File: config.mk
export PLATFORM = sky130hd
export DESIGN_NAME = uart_frame_ctrl
export DESIGN_NICKNAME = d
export VERILOG_FILES = /design/src/rtl/uart_frm_pkg.sv /design/src/rtl/uart_frm_timer.sv /design/src/rtl/uart_frame_ctrl.sv
export SDC_FILE = /design/constraint.sdc
export NUM_CORES = 1
export LEC_CHECK = 0
export BUFFER_PORTS_ARGS = -buffer_cell sky130_fd_sc_hd__buf_2
export CAP_MARGIN = 15
export CORE_MARGIN = 2
export CORE_UTILIZATION = 33
export CTS_BUF_LIST = sky130_fd_sc_hd__clkbuf_4 sky130_fd_sc_hd__clkbuf_8
export DETAILED_ROUTE_END_ITERATION = 7
export PLACE_DENSITY = 0.47
export SYNTH_ARGS = -nofsm -noshare
export SYNTH_HDL_FRONTEND = slang
export SYNTH_HIERARCHICAL = 1
export SYNTH_SLANG_ARGS = --single-unit
File: constraint.sdc
create_clock -name sys_clk -period 3.7 [get_ports sys_clk]
set_input_delay 0.74 -clock sys_clk [delete_from_list [all_inputs] [get_ports sys_clk]]
set_output_delay 0.74 -clock sys_clk [all_outputs]
set_load 0.03 [all_outputs]
File: src/rtl/uart_frm_pkg.sv
// uart_frm_pkg: shared definitions for the UART frame controller.
//   - state_e    : one-hot parser states
//   - HDR0/HDR1  : two-byte frame header (0x55, 0xAA)
//   - ERR_*      : err_code values reported with err_pulse
package uart_frm_pkg;

  typedef enum logic [6:0] {
    ST_HUNT1   = 7'b0000001,
    ST_HUNT2   = 7'b0000010,
    ST_CMD     = 7'b0000100,
    ST_LEN     = 7'b0001000,
    ST_PAYLOAD = 7'b0010000,
    ST_CHK     = 7'b0100000,
    ST_HOLD    = 7'b1000000
  } state_e;

  localparam logic [7:0] HDR0 = 8'h55;
  localparam logic [7:0] HDR1 = 8'hAA;

  localparam logic [1:0] ERR_TIMEOUT = 2'd0;
  localparam logic [1:0] ERR_CHK     = 2'd1;
  localparam logic [1:0] ERR_LEN     = 2'd2;
  localparam logic [1:0] ERR_DROP    = 2'd3;

endpackage

File: src/rtl/uart_frm_timer.sv
// uart_frm_timer: inter-byte timeout counter.
//   i_clk, i_rst : clock, synchronous active-high reset
//   i_clr        : clear (byte event)
//   i_en         : count enable; counter is held at 0 while low
//   o_expire     : high in the cycle the count sits at TIMEOUT_CLKS-1
module uart_frm_timer #(
  parameter int TIMEOUT_CLKS = 50000
) (
  input  logic i_clk,
  input  logic i_rst,
  input  logic i_clr,
  input  logic i_en,
  output logic o_expire
);

  localparam int TW = (TIMEOUT_CLKS > 1) ? $clog2(TIMEOUT_CLKS) : 1;

  logic [TW-1:0] r_cnt;

  assign o_expire = i_en && (r_cnt == TW'(TIMEOUT_CLKS - 1));

  // Wrapping to 0 on expiry keeps the count in range even if the
  // parser were to stay enabled.
  always_ff @(posedge i_clk) begin
    if (i_rst || i_clr || !i_en || o_expire) r_cnt <= '0;
    else                                     r_cnt <= r_cnt + TW'(1);
  end

endmodule

File: src/rtl/uart_frame_ctrl.sv
// uart_frame_ctrl: frame parser behind a UART byte receiver.
// Hunts for 55 AA, collects CMD, LEN, payload and an additive checksum,
// then holds the verified command for a valid/ready consumer.
//   sys_clk, sys_rst   : clock, synchronous active-high reset
//   rx_done, rx_data   : byte strobe (rising edge counts) and data
//   cmd_valid/ready    : handshake for the held frame
//   cmd_code, cmd_len  : held command byte and payload length
//   pl_addr, pl_data   : combinational payload buffer read port
//   busy               : parser is inside a frame (CMD..CHK)
//   err_pulse/err_code : one-cycle error strobe and its cause
// Optional macro UART_FRM_STATS_EN adds saturating good_cnt/bad_cnt.
module uart_frame_ctrl
  import uart_frm_pkg::*;
#(
  parameter  int MAX_LEN      = 16,
  parameter  int TIMEOUT_CLKS = 50000,
  localparam int LEN_W        = $clog2(MAX_LEN + 1),
  localparam int AW           = (MAX_LEN > 1) ? $clog2(MAX_LEN) : 1
) (
  input  logic             sys_clk,
  input  logic             sys_rst,
  input  logic             rx_done,
  input  logic [7:0]       rx_data,
  output logic             cmd_valid,
  input  logic             cmd_ready,
  output logic [7:0]       cmd_code,
  output logic [LEN_W-1:0] cmd_len,
  input  logic [AW-1:0]    pl_addr,
  output logic [7:0]       pl_data,
  output logic             busy,
  output logic             err_pulse,
  output logic [1:0]       err_code
`ifdef UART_FRM_STATS_EN
  ,
  output logic [15:0]      good_cnt,
  output logic [15:0]      bad_cnt
`endif
);

  logic             r_rx_d, r_ev;
  logic [7:0]       r_byte;
  state_e           r_state;
  logic             r_cmd_valid;
  logic [7:0]       r_cmd_code, r_sum;
  logic [LEN_W-1:0] r_cmd_len;
  logic [AW-1:0]    r_idx;
  logic             r_err_pulse;
  logic [1:0]       r_err_code;
  // Sized to the full address space so any pl_addr reads a real entry.
  logic [7:0]       r_buf [1<<AW];
  logic             w_busy, w_expire, w_buf_we;

  // Edge detect plus one register stage: the FSM sees r_ev/r_byte,
  // giving two cycles from rx_done rising to the resulting state.
  always_ff @(posedge sys_clk) begin
    if (sys_rst) begin
      r_rx_d <= 1'b0;
      r_ev   <= 1'b0;
      r_byte <= 8'h00;
    end else begin
      r_rx_d <= rx_done;
      r_ev   <= rx_done & ~r_rx_d;
      if (rx_done & ~r_rx_d) r_byte <= rx_data;
    end
  end

  assign w_busy   = r_state inside {ST_CMD, ST_LEN, ST_PAYLOAD, ST_CHK};
  assign w_buf_we = r_ev && (r_state == ST_PAYLOAD);

  uart_frm_timer #(.TIMEOUT_CLKS(TIMEOUT_CLKS)) u_timer (
    .i_clk    (sys_clk),
    .i_rst    (sys_rst),
    .i_clr    (r_ev),
    .i_en     (w_busy),
    .o_expire (w_expire)
  );

  always_ff @(posedge sys_clk) begin
    if (w_buf_we) r_buf[r_idx] <= r_byte;
  end

`ifdef UART_FRM_STATS_EN
  logic [15:0] r_good_cnt, r_bad_cnt;
`endif

  always_ff @(posedge sys_clk) begin
    if (sys_rst) begin
      r_state     <= ST_HUNT1;
      r_cmd_valid <= 1'b0;
      r_cmd_code  <= 8'h00;
      r_cmd_len   <= '0;
      r_idx       <= '0;
      r_sum       <= 8'h00;
      r_err_pulse <= 1'b0;
      r_err_code  <= ERR_TIMEOUT;
`ifdef UART_FRM_STATS_EN
      r_good_cnt  <= 16'h0000;
      r_bad_cnt   <= 16'h0000;
`endif
    end else begin
      r_err_pulse <= 1'b0;
`ifdef UART_FRM_STATS_EN
      if (r_err_pulse && r_bad_cnt != 16'hFFFF) r_bad_cnt <= r_bad_cnt + 16'd1;
`endif
      // A byte arriving on the expiry cycle wins over the timeout.
      if (w_expire && !r_ev) begin
        r_err_pulse <= 1'b1;
        r_err_code  <= ERR_TIMEOUT;
        r_state     <= ST_HUNT1;
      end else begin
        case (r_state)
          ST_HUNT1: if (r_ev && r_byte == HDR0) r_state <= ST_HUNT2;
          ST_HUNT2: if (r_ev) begin
            if (r_byte == HDR1)      r_state <= ST_CMD;
            else if (r_byte != HDR0) r_state <= ST_HUNT1;
          end
          ST_CMD: if (r_ev) begin
            r_cmd_code <= r_byte;
            r_sum      <= r_byte;
            r_state    <= ST_LEN;
          end
          ST_LEN: if (r_ev) begin
            if (r_byte > 8'(MAX_LEN)) begin
              r_err_pulse <= 1'b1;
              r_err_code  <= ERR_LEN;
              r_state     <= ST_HUNT1;
            end else begin
              r_cmd_len <= LEN_W'(r_byte);
              r_sum     <= r_sum + r_byte;
              r_idx     <= '0;
              r_state   <= (r_byte == 8'h00) ? ST_CHK : ST_PAYLOAD;
            end
          end
          ST_PAYLOAD: if (r_ev) begin
            r_sum <= r_sum + r_byte;
            if (LEN_W'(r_idx) == r_cmd_len - LEN_W'(1)) r_state <= ST_CHK;
            else                                         r_idx   <= r_idx + AW'(1);
          end
          ST_CHK: if (r_ev) begin
            if (r_byte == r_sum) begin
              r_state     <= ST_HOLD;
              r_cmd_valid <= 1'b1;
`ifdef UART_FRM_STATS_EN
              if (r_good_cnt != 16'hFFFF) r_good_cnt <= r_good_cnt + 16'd1;
`endif
            end else begin
              r_err_pulse <= 1'b1;
              r_err_code  <= ERR_CHK;
              r_state     <= ST_HUNT1;
            end
          end
          ST_HOLD: begin
            // Drop and handshake are independent; both may happen at once.
            if (r_ev) begin
              r_err_pulse <= 1'b1;
              r_err_code  <= ERR_DROP;
            end
            if (r_cmd_valid && cmd_ready) begin
              r_cmd_valid <= 1'b0;
              r_state     <= ST_HUNT1;
            end
          end
          default: r_state <= ST_HUNT1;
        endcase
      end
    end
  end

  assign cmd_valid = r_cmd_valid;
  assign cmd_code  = r_cmd_code;
  assign cmd_len   = r_cmd_len;
  assign pl_data   = r_buf[pl_addr];
  assign busy      = w_busy;
  assign err_pulse = r_err_pulse;
  assign err_code  = r_err_code;
`ifdef UART_FRM_STATS_EN
  assign good_cnt  = r_good_cnt;
  assign bad_cnt   = r_bad_cnt;
`endif

endmodule
# --- Word-level counts from Yosys, hierarchy flattened ---
# Memories as Yosys holds them, arrays and structs flattened.
# Index checks and enable logic that the tools add are counted.
totals:
  input_bits: 16
  mem_count: 1
  latchBits: 0
  ff_bits: 62
  wordCells: 117
  out_inout_bits: 26
  ram_bits: 128
  mem_bits_ro: 0
memory_table:
  columns: ["memory", "depth", "width", "rd", "rd_clocked_by_memory_dff", "write_ports", "line_no", "text"]
  rows:
  - ["r_buf", 16, 8, 1, 0, 1, "uart_frame_ctrl.sv:50", "logic [7:0] r_buf [1<<AW];"]
classes:
  n_div: 0
  addsub: 4
  n_lt_le_gt_ge: 1
  n_eq_ne: 28
  n_shift: 0
  muxes: 43
  bitwise: 4
  multipliers: 0
  reduce_logical: 24
op_table:
  columns: ["op", "count"]
  rows:
  - ["2-to-1 mux 7 bit", 11]
  - ["one-hot mux 7 bit (7 select lines)", 1]
  - ["2-to-1 mux 8 bit", 4]
  - ["one-hot mux 8 bit (3 select lines)", 1]
  - ["!= test 2 bit (second input constant)", 11]
  - ["AND reduction 6 bit", 3]
  - ["adder 16 x 1 -> 16 bit (second input constant)", 1]
  - ["equality test 16 bit (second input constant)", 1]
  - ["2-to-1 mux 4 bit", 4]
  - ["2-to-1 mux 6 bit", 2]
  - ["2-to-1 mux 1 bit", 11]
  - ["2-to-1 mux 2 bit", 5]
  - ["AND reduction 9 bit", 1]
  - ["adder 8 bit", 1]
  - ["equality test 8 x 7 -> 1 bit (second input constant)", 1]
  - ["equality test 8 bit", 1]
  - ["equality test 8 bit (second input constant)", 1]
  - ["greater-than comparator 8 x 5 -> 1 bit (second input constant)", 1]
  - ["logical NOT 8 bit", 1]
  - ["!= test 8 x 7 -> 1 bit (second input constant)", 1]
  - ["one-hot mux 4 bit (2 select lines)", 1]
  - ["equality test 7 x 1 -> 1 bit (second input constant)", 1]
  - ["equality test 7 x 2 -> 1 bit (second input constant)", 1]
  - ["equality test 7 x 3 -> 1 bit (second input constant)", 1]
  - ["other kinds (24)", 37]

# --- Depth between registers and ports, before layout ---
logic_depth:
  word_depth: 6
  ltp_mapped: 12
  ltp_nobuf: 11

# --- Hierarchy ---
# Netlist, hierarchy kept.
by_module_without_submodules:
  columns: ["module", "area_each_um2", "instances", "cells_per_inst", "seq_area_each_um2"]
  rows:
  - ["uart_frame_ctrl", 7729.9, 1, 534, 4764.6]
  - ["uart_frm_timer", 740.7, 1, 85, 320.3]

# --- Worst setup path after synthesis ---
# No wires, ideal clock.
synth_path:
  kind: "input port to output port"
  start: "input port pl_addr[0]"
  end: "output port pl_data[0]"
  slack_ns: 0.602
  arrival_time_ns: 2.358
  stages: 4
  cell_sequence: "clkbuf_1 buf_2 mux4_2 mux4_2"
synth_via:
  elab_chain_len: 1
synth_lines:
  columns: ["element", "line_no", "text"]
  rows:
  - ["start, declared", "uart_frame_ctrl.sv:28", "input logic [AW-1:0] pl_addr,"]
  - ["memory read (16 x 8 bit)", null, null]
  - ["end, declared", "uart_frame_ctrl.sv:29", "output logic [7:0] pl_data,"]
# No other way between the ends.

# --- Final worst setup path ---
layout_path:
  start: "input port pl_addr[0]"
  end: "output port pl_data[7]"
# The elaborated chain is that of the path after synthesis.

==> metrics.txt <==
# TYPE chip_impl_metric gauge
chip_impl_info{name="status",value="finished, final reports clean"} 1
chip_impl_metric{name="hold_viol",unit=""} 0
chip_impl_metric{name="grt_pass1_vias",unit=""} 5293
chip_impl_metric{name="cts_resized",unit=""} 0
chip_impl_metric{name="sw_frac_of_total",unit="%"} 26.68
chip_impl_metric{name="io_buffer_count",unit=""} 41
chip_impl_metric{name="pwr-share-clk",unit="%"} 35.2
chip_impl_metric{name="cellPowerDensity",unit="mW/mm^2"} 416.8
chip_impl_metric{name="placeableCoreArea",unit="mm^2"} 0.02518
chip_impl_metric{name="via_count",unit=""} 5178
chip_impl_metric{name="yosys.cell_types.count",unit=""} 67
chip_impl_metric{name="pre_cts_ws",unit="ns"} 0.4007
chip_impl_metric{name="hold_path_depth",unit=""} 1
chip_impl_metric{name="crit_path_arrival_time",unit="ns"} 2.51
chip_impl_metric{name="critical_path_required",unit="ns"} 2.96
chip_impl_metric{name="syn_area",unit="mm^2"} 0.008471
chip_impl_metric{name="r2r_cells",unit=""} 11
chip_impl_metric{name="initial_utilization",unit="%"} 33.64
chip_impl_info{name="tritoncts_clock_tree",value="yes"} 1
chip_impl_metric{name="post-dp-hpwl",unit="um"} 13480
chip_impl_metric{name="multi_input_area",unit="mm^2"} 0.003137
chip_impl_metric{name="largest_net_degree_at_the_start_of_global_routing",unit=""} 39
chip_impl_metric{name="post-cts-setup-buffer-count",unit=""} 0
chip_impl_metric{name="synth-edff-count",unit=""} 128
chip_impl_info{name="worstSetupPathType",value="in2out"} 1
chip_impl_metric{name="fillCellCount",unit=""} 2379
chip_impl_metric{name="timing_max_transition_violations_final",unit=""} 0
chip_impl_metric{name="boundaryPins",unit=""} 42
chip_impl_metric{name="combPwrFrac",unit="%"} 6.9
chip_impl_metric{name="finalSetupViolations",unit=""} 0
chip_impl_metric{name="seq_area",unit="mm^2"} 0.005085
chip_impl_metric{name="tightestPinTransition",unit="ns"} 1.092
chip_impl_metric{name="die_width",unit="um"} 164.2
chip_impl_info{name="worstHoldPathType",value="reg2reg"} 1
chip_impl_metric{name="synth_nets",unit=""} 649
chip_impl_metric{name="ant_nets",unit=""} 0
chip_impl_metric{name="cts_made_buffers",unit=""} 17
chip_impl_metric{name="clkSlewWorstSetupHoldPaths",unit="ns"} 0.11
chip_impl_metric{name="sw_pwr",unit="mW"} 1.060
chip_impl_metric{name="reported_max_cap_violation_count",unit=""} 0
chip_impl_metric{name="cts_sinks",unit=""} 190
chip_impl_metric{name="wirelength",unit="um"} 19870
chip_impl_metric{name="die_footprint",unit="mm^2"} 0.02697
chip_impl_info{name="rr_endpoint",value="r_state[2]"} 1
chip_impl_metric{name="asyncSetResetFlopFracSynth",unit="%"} 0
chip_impl_metric{name="gp_congestion",unit=""} 0.8267
chip_impl_metric{name="crit_fanout",unit=""} 9
chip_impl_metric{name="power.leakage",unit="nW"} 3.225
chip_impl_metric{name="ir_worst_vdd",unit="uV"} 169.2
chip_impl_metric{name="final_period_minus_worst_setup_slack",unit="ns"} 3.253
chip_impl_metric{name="avgRoutedWirePerCell",unit="um"} 19.65
chip_impl_metric{name="synth.yosys.warnings",unit=""} 6
chip_impl_metric{name="htree_levels",unit=""} 4
chip_impl_metric{name="synth-seq-cells",unit=""} 190
chip_impl_metric{name="antenna_cells_inserted",unit=""} 0
chip_impl_metric{name="yosysSeqAreaShare",unit="%"} 60.03
chip_impl_info{name="mostFrequentLayoutCells",value="sky130_fd_sc_hd__edfxtp_1, sky130_fd_sc_hd__nor2_1, sky130_fd_sc_hd__dfxtp_1"} 1
chip_impl_metric{name="setup-tns-final",unit="ns"} 0
chip_impl_info{name="cp-end-kind",value="primary output"} 1
chip_impl_metric{name="timing.reg2reg.setup_slack",unit="ns"} 0.49
chip_impl_metric{name="dieHeight",unit="um"} 164.2
chip_impl_metric{name="drt_pass1_iterations",unit=""} 5
chip_impl_metric{name="antenna_found_initial",unit=""} 0
chip_impl_info{name="leading_cell_type_in_the_layout_fill_and_taps_excluded",value="sky130_fd_sc_hd__edfxtp_1"} 1
chip_impl_metric{name="finalHoldWorstSlack",unit="ns"} 0.4233
chip_impl_metric{name="finish.net_count",unit=""} 698
chip_impl_info{name="hold_path.startpoint",value="r_rx_d"} 1
chip_impl_metric{name="clock.fmax",unit="MHz"} 307.4
chip_impl_metric{name="post_route_cells_drive_above_1_share",unit="%"} 22.76
chip_impl_info{name="postSynth.topFlopCell",value="sky130_fd_sc_hd__edfxtp_1"} 1
chip_impl_info{name="holdPathEnd",value="r_ev"} 1
chip_impl_metric{name="internal-power",unit="mW"} 2.912
chip_impl_info{name="crit_chain",value="buf_2, buf_4, mux4_2, mux4_2, buf_2"} 1
chip_impl_metric{name="grt_usage",unit="%"} 15.71
chip_impl_metric{name="timing.slew.headroom",unit="%"} 27.07
chip_impl_metric{name="layout-area-overhead-vs-synth",unit="%"} 12.50
chip_impl_metric{name="clk_latency",unit="ns"} 0.47
chip_impl_metric{name="grt_first_pass_wirelength",unit="um"} 31290
chip_impl_info{name="unrepaired_setup_endpoints_after_global_routing",value="no"} 1
chip_impl_info{name="cp-start-kind",value="input port"} 1
chip_impl_metric{name="timing.clock.skew",unit="ns"} 0.01877
chip_impl_info{name="rr_startpoint",value="r_state[1]"} 1
chip_impl_metric{name="overflow",unit=""} 0
chip_impl_info{name="netlist_top_cells_area",value="sky130_fd_sc_hd__edfxtp_1, sky130_fd_sc_hd__dfxtp_1, sky130_fd_sc_hd__mux4_2, sky130_fd_sc_hd__nor2_1, sky130_fd_sc_hd__mux2i_1"} 1
chip_impl_metric{name="via_cell_ratio",unit=""} 5.122
chip_impl_metric{name="final.period_utilization",unit="%"} 87.92
chip_impl_metric{name="synth_cells",unit=""} 619
chip_impl_info{name="critical_path.slowest_cell",value="sky130_fd_sc_hd__mux4_2"} 1
chip_impl_metric{name="setup_ws",unit="ns"} 0.4471
chip_impl_metric{name="first_iter_violations",unit=""} 326
chip_impl_metric{name="rows",unit=""} 58
chip_impl_metric{name="drc_errors",unit=""} 0
chip_impl_metric{name="synth.avg_cell_area",unit="um^2"} 13.68
chip_impl_metric{name="max-clock-path-buffers",unit=""} 2
chip_impl_info{name="post-synth-top-area-cell",value="sky130_fd_sc_hd__edfxtp_1"} 1
chip_impl_metric{name="cp_slowest_stage_delay",unit="ns"} 0.52
chip_impl_metric{name="holdBufCountCts",unit=""} 0
chip_impl_metric{name="share_seq_of_total_power",unit="%"} 57.9
chip_impl_metric{name="synth.top_cell.area_share",unit="%"} 45.38
chip_impl_info{name="cts_root_buf",value="sky130_fd_sc_hd__clkbuf_8"} 1
stage by stage:
| stage | utilization (%) | area, um^2 | cells | total power [mW] |
|---|---|---|---|---|
| 4_1_cts | 37.84 | 9529 | 1011 | 4.033 |
| 5_1_grt | 37.84 | 9529 | 1011 | 4.148 |
| 3_3_place_gp | 36.16 | 9105 | 979 | 2.622 |
| 3_5_place_dp | 36.16 | 9105 | 979 | 2.626 |
| 2_1_floorplan | - | 8471 | 619 | 2.538 |
| 6_report | 37.84 | 9529 | 1011 | 3.972 |
routing by layer:
layer	up-vias	part of all wire, %	track usage, %
met5	-	0	0
met4	0	1.7	4.426
met3	20	4.0	3.283
met2	123	49	27.14
met1	2597	45	19.91
li1	2438	-	-
power by group through the flow:
stage	clock network [mW]	logic, mW	registers, mW
floorplan	0	0.198	2.34
global placement	0	0.274	2.35
detailed placement	0	0.278	2.35
CTS	1.45	0.278	2.30
global route	1.55	0.298	2.30
finish	1.40	0.273	2.30
cell type report:
class | instances | share of cell area [%]
inverters | 16 | 0.6303
multi-input cells | 378 | 32.92
clock inverters | 15 | 1.996
well taps | 330 | 4.333
repair buffers | 65 | 4.307
clock buffers | 17 | 2.455
flip-flops and latches | 190 | 53.36
cells by family (layout without fill, tap and decap cells):
group                      Yosys count  in the layout  synth area share [%]
AOI/OAI and AO/OA                   54             54                 5.332
DFF                                190            190                 60.03
xor gates and xnor gates            23             23                 2.378
muxes                               68             68                 13.96
adders and majority gates           14             14                 2.157
and+or+nand+nor                    219            219                 13.21
buffers and inverters               51            113                 2.939
flip-flops by register name, summed over array words and instances, names as in the netlist, 2 cells and up:
signal,cells
r_buf,128
r_sum,8
cmd_code,8
r_byte,8
r_idx,4
r_state,7
u_timer/r_cnt,16
cmd_len,5
err_code,2
Yosys cell counts, drive strengths merged (3+ instances only):
cell and count:
a211oi 6, a21oi 12, and2 5, and3 6
buf 16, clkbuf 19, dfxtp 62, edfxtp 128
ha 13, inv 16, mux2i 27, mux4 40
nand2 31, nand2b 7, nand3 12, nand4 10
nor2 85, nor2b 8, nor3 22, nor3b 4
nor4 12, o211ai 3, o21a 4, o21ai 5
o221a 4, o221ai 3, or3 3, or4 5
or4b 3, xnor2 18, xor2 5
worst max-delay path by stage:
stage / startpoint / to / slack (ns) / depth (start not counted)
floorplan: pl_addr[0] / pl_data[0] / 0.60 / 4
finish: pl_addr[0] / pl_data[7] / 0.45 / 5
global route: r_state[1] / r_state[2] / 0.28 / 11
detailed placement: pl_addr[0] / pl_data[7] / 0.40 / 5
CTS: pl_addr[0] / pl_data[7] / 0.38 / 5
global placement: pl_addr[0] / pl_data[5] / 0.40 / 5
worst max-delay path, delay by kind of cell:
family	cells	cell delay, ns
mux	2	1.01
buf+inv	3	0.76
No activity file was read; power rests on OpenSTA's default activity.
